## src/rtl/instruction_fetch_pkg.sv

```systemverilog
// Shared CPU definitions for the fetch stage: word width, NOP encoding,
// fetch FSM states and the registered fetch/decode payload.
package instruction_fetch_pkg;
  localparam int XLEN = 32;
  localparam logic [XLEN-1:0] NOP_INSN = 32'h00000013;

  typedef enum logic [1:0] {
    BOOT = 2'd0,
    RUN  = 2'd1,
    HALT = 2'd2
  } fetch_state_t;

  typedef struct packed {
    logic [XLEN-1:0] instruction;
    logic [XLEN-1:0] pc;
    logic [XLEN-1:0] pc_plus4;
  } fetch_out_t;
endpackage

```

## src/rtl/instruction_fetch_pc_register.sv

```systemverilog
// Program counter register; load enable and next value come from the fetch FSM.
module instruction_fetch_pc_register
  import instruction_fetch_pkg::*;
#(
  parameter logic [XLEN-1:0] RESET_VECTOR = 32'h00000000
) (
  input  logic            clock,
  input  logic            reset,
  input  logic            load,
  input  logic [XLEN-1:0] next_pc,
  output logic [XLEN-1:0] pc
);
  always_ff @(posedge clock) begin
    if (!reset)    pc <= RESET_VECTOR;
    else if (load) pc <= next_pc;
  end
endmodule

```

## src/rtl/instruction_fetch.sv

```systemverilog
// RV32 fetch stage: drives the rom address from the PC, registers the rom word
// into a valid/ready stage toward decode, handles redirects and halts on faults.
module instruction_fetch
  import instruction_fetch_pkg::*;
#(
  parameter logic [XLEN-1:0] RESET_VECTOR = 32'h00000000,
  parameter logic [XLEN-1:0] ROM_BYTES    = 32'h00000400,
  parameter logic [XLEN-1:0] NOP_WORD     = NOP_INSN
) (
  input  logic            clock,
  input  logic            reset,
  output logic [XLEN-1:0] rom_address,
  input  logic [XLEN-1:0] rom_data,
  input  logic            redirect_valid,
  input  logic [XLEN-1:0] redirect_target,
  output logic            out_valid,
  input  logic            out_ready,
  output logic [XLEN-1:0] out_instruction,
  output logic [XLEN-1:0] out_pc,
  output logic [XLEN-1:0] out_pc_plus4,
  output logic            fault
);
  fetch_state_t    state;
  fetch_out_t      stage;
  logic [XLEN-1:0] pc, pc_next;
  logic            pc_load, redirect_bad, load_slot, pc_oob;

  instruction_fetch_pc_register #(.RESET_VECTOR(RESET_VECTOR)) u_pc (
    .clock   (clock),
    .reset   (reset),
    .load    (pc_load),
    .next_pc (pc_next),
    .pc      (pc)
  );

  assign rom_address     = pc;
  assign out_instruction = stage.instruction;
  assign out_pc          = stage.pc;
  assign out_pc_plus4    = stage.pc_plus4;

  always_comb begin
    redirect_bad = redirect_valid &&
                   (redirect_target[1:0] != 2'b00 || redirect_target >= ROM_BYTES);
    load_slot    = !out_valid || out_ready;
    pc_oob       = pc >= ROM_BYTES;
    pc_load      = 1'b0;
    pc_next      = pc + 32'd4;
    if (state == RUN) begin
      if (redirect_valid && !redirect_bad) begin
        pc_load = 1'b1;
        pc_next = redirect_target;
      end else if (!redirect_valid && load_slot && !pc_oob) begin
        pc_load = 1'b1;
      end
    end
  end

  always_ff @(posedge clock) begin
    if (!reset) begin
      state             <= BOOT;
      out_valid         <= 1'b0;
      stage.instruction <= NOP_WORD;
      stage.pc          <= '0;
      stage.pc_plus4    <= 32'd4;
      fault             <= 1'b0;
    end else begin
      case (state)
        BOOT: state <= RUN;
        RUN: begin
          if (redirect_bad) begin
            fault             <= 1'b1;
            out_valid         <= 1'b0;
            stage.instruction <= NOP_WORD;
            state             <= HALT;
          end else if (redirect_valid) begin
            // flush: the held word is dropped even if decode is ready this cycle
            out_valid         <= 1'b0;
            stage.instruction <= NOP_WORD;
          end else if (load_slot) begin
            if (pc_oob) begin
              fault             <= 1'b1;
              out_valid         <= 1'b0;
              stage.instruction <= NOP_WORD;
              state             <= HALT;
            end else begin
              stage.instruction <= rom_data;
              stage.pc          <= pc;
              stage.pc_plus4    <= pc + 32'd4;
              out_valid         <= 1'b1;
            end
          end
        end
        default: begin
          out_valid <= 1'b0;
          fault     <= 1'b1;
          state     <= HALT;
        end
      endcase
    end
  end
endmodule

```

## config.mk

```make
export PLATFORM = sky130hd
export DESIGN_NAME = instruction_fetch
export DESIGN_NICKNAME = d
export VERILOG_FILES = /design/src/rtl/instruction_fetch_pkg.sv /design/src/rtl/instruction_fetch_pc_register.sv /design/src/rtl/instruction_fetch.sv
export SDC_FILE = /design/constraint.sdc
export NUM_CORES = 1
export LEC_CHECK = 0
export ABC_CLOCK_PERIOD_IN_PS = 3200
export CAP_MARGIN = 20
export CORE_ASPECT_RATIO = 0.75
export CORE_MARGIN = 2
export CORE_UTILIZATION = 50
export CTS_CLUSTER_SIZE = 20
export DETAILED_ROUTE_END_ITERATION = 7
export DONT_BUFFER_PORTS = 1
export PLACE_DENSITY = 0.65
export SLEW_MARGIN = 5
export SYNTH_ARGS = -nofsm -noshare
export SYNTH_HDL_FRONTEND = slang
export SYNTH_HIERARCHICAL = 1
export SYNTH_SLANG_ARGS = --single-unit
```

## constraint.sdc

```tcl
create_clock -name clock -period 3.2 [get_ports clock]
set_input_delay 0.64 -clock clock [delete_from_list [all_inputs] [get_ports clock]]
set_output_delay 0.64 -clock clock [all_outputs]
set_load 0.005 [all_outputs]
```

==> summary.txt <==
status = finished, final reports clean
maximum clock rate = 0.4001 GHz
layout cell share with drive strength beyond 1 = 0.1192
origin of the critical flop-to-flop path = u_pc/pc[21]
Pwr Total = 3.827 mW
Rel. slew slack = 0.5978
GRT Total Usage = 0.2290
CP Cell Sequence = or4_1, or4_4, nor4_4, buf_4, a22o_1
routed vias = 4114
Netlist cell types = 40
Clock Path Buffers = 2
flop2flop setup slack = 0.70 ns
largest net degree at the start of global routing = 85
R2R depth = 5
Switching Power = 0.8694 mW
sw frac = 0.2272
worst skew pair latency = 0.41 ns
crit path time final = 2.499 ns
cell taking the most area after synthesis = dfxtp_1
drt drc = 0
Setup TNS Final = 0 ns
#FFs+latches synth = 130
Clk pwr share = 0.526
final setup violation count = 0
drt wl/cell = 19.88 um
# hold bufs at CTS = 0
sum of net half-perimeters after detailed placement = 9.017 mm
CTS tree = built
RSZ-0062 raised after global routing = no
Total Wirelength = 13.38 mm
Final Cycle Share = 0.7810
GPL Wtd Cong = 0.8204
share of the synthesized area in the top cell type = 0.4859
CP bufs+invs = 1
CTS root buf = clkbuf_16
Worst-path clk slew = 0.06 ns
Die Y = 93.64 um
startpoint types = flop
HP Class = in2reg
# IOs = 198
internal power = 2.957 mW
area grow syn2layout = 12.40%
drt first pass iters = 4
Post-CTS Setup Bufs = 0
worst vdd ir = 0.0003507 V
Nets = 594
fin. max-slew vios = 0
Worst Hold Path Cells = 1
critical path class = reg2reg
final hold vios = 0
Main synth FF type = dfxtp_1
top post-synthesis cells by count = dfxtp_1 (130), and3_1 (49), nor2b_1 (35), a21oi_1 (33), clkbuf_1 (33)
Largest delay share family, worst path = simple AND/OR/NAND/NOR gates
row count = 32
Combinational Power Share = 0.035
core area = 10370 um^2
max cap viols = 0
H-tree Lvls = 4
DR vias/cell = 6.113
port bufs = 0
DR iter-0 viols = 249
Pwr per Cell Area = 635.6 nW/um^2
data required time of the worst path = 3.55 ns
Post-Syn Nets = 609
min-delay src = reset
vias in the first global route = 3859
post-route ant nets = 0
Initial Util = 0.5165
ranking of synthesized cells by area = dfxtp_1 (49%), mux2i_1 (6.0%), and3_1 (5.7%)
total congestion overflow = 0
number of diodes = 0
leakage = 2.360 nW
arrival time of the worst setup path = 2.85 ns
count leader, synth = dfxtp_1
Synth Cell Area = 5356 um^2
Post-synth EDFFs = 0
clock tree sinks = 130
hold endpoint = out_instruction[1]
DIE WIDTH = 123.5 um
Crit-path slowest cell = or4_4
Seq pwr share = 0.439
antenna violations before repair = 1
final clock skew = 0.01072 ns
Async S/R FF share, synth = 0
endpoint class of the critical path = flop
CTS buffer count = 17
worst slew pin tran = 0.6015 ns
r2r endpoint = out_instruction[26]
Post-CTS Resized = 0
synth warn = 6
die area = 11570 um^2
Mean Syn Cell Area = 9.938 um^2
max incr delay on CP = 0.68 ns
first-pass GRT wire length = 20.31 mm
post-synthesis sequential area ratio = 0.4859
Gate Count Post-Synth = 539
CP Max Fanout = 26
[state kept, by name, summed over array words and instances, names as in the netlist]
name / flops
state: 2
out_instruction: 32
out_valid: 1
fault: 1
u_pc/pc: 32
out_pc_plus4: 30
out_pc: 32
[logic make-up (layout without fill, tap and decap cells)]
kind of cell / Yosys count / count (layout) / share of synthesized area
DFF: 130 / 130 / 0.4859
xor gates and xnor gates: 12 / 12 / 0.01962
buffers and inverters: 53 / 51 / 0.05256
muxes: 40 / 40 / 0.07662
and+or+nand+nor: 193 / 193 / 0.2219
AOI/OAI and AO/OA: 109 / 109 / 0.1388
adders and majority gates: 2 / 2 / 0.004671
[metal layers]
metal	track usage	share of wire	up-vias
met5	0	0.00082	-
met1	0.2791	0.43	1959
met2	0.3617	0.46	164
li1	-	-	1977
met3	0.09268	0.098	12
met4	0.08617	0.0087	2
[per-stage QoR]
step | setup slack, ns | utilization | std cells | hold slack (ns) | area, um^2
floorplan | 0.3661 | - | 539 | 0.4483 | 5356
global placement | 0.6531 | 0.5209 | 641 | 0.4748 | 5401
detailed placement | 0.5650 | 0.5209 | 641 | 0.4786 | 5401
CTS | 0.6837 | 0.5806 | 673 | 0.2968 | 6021
global route | 0.5317 | 0.5806 | 673 | 0.2970 | 6021
finish | 0.7008 | 0.5806 | 673 | 0.3207 | 6021
[worst max-delay path by stage]
stage / startpoint / to / depth (start not counted)
finish: u_pc/pc[21] / out_instruction[26] / 5
global route: u_pc/pc[3] / u_pc/pc[29] / 6
CTS: u_pc/pc[21] / out_instruction[22] / 5
detailed placement: redirect_target[0] / u_pc/pc[11] / 8
global placement: redirect_target[0] / u_pc/pc[26] / 8
floorplan: redirect_target[14] / u_pc/pc[15] / 9
[layout by cell type (no fill, tap or decap), drive strengths merged, types with 13 or more instances in the layout]
cell / count
dfxtp: 130
and3: 49
nor2b: 35
a21oi: 33
mux2i: 32
a22o: 26
nand4: 23
o31ai: 20
clkbuf: 17
nor4: 15
inv: 15
o21ai: 13
or4: 13
[area by class of cell]
class | count | area, um^2
well taps | 136 | 170.2
flip-flops and latches | 130 | 2603
multi-input cells | 356 | 2487
repair buffers | 12 | 115.1
clock buffers | 17 | 425.4
fillers | 862 | 4349
inverters | 7 | 26.28
clock inverters | 15 | 193.9
[power by group through the flow]
stage | Combinational, mW | Sequential [mW] | Clock, mW
after detailed placement | 0.134 | 1.71 | 0
after floorplan | 0.129 | 1.70 | 0
after global placement | 0.130 | 1.71 | 0
after CTS | 0.135 | 1.68 | 2.06
final | 0.134 | 1.68 | 2.01
after global routing | 0.147 | 1.68 | 2.13
[worst reg2reg max path, stage by stage (launching register included)]
cell	delay (ns)
dfxtp_1	0.38
or4_1	0.61
or4_4	0.68
nor4_4	0.30
buf_4	0.30
a22o_1	0.18
(Power assumes the default switching activity.)
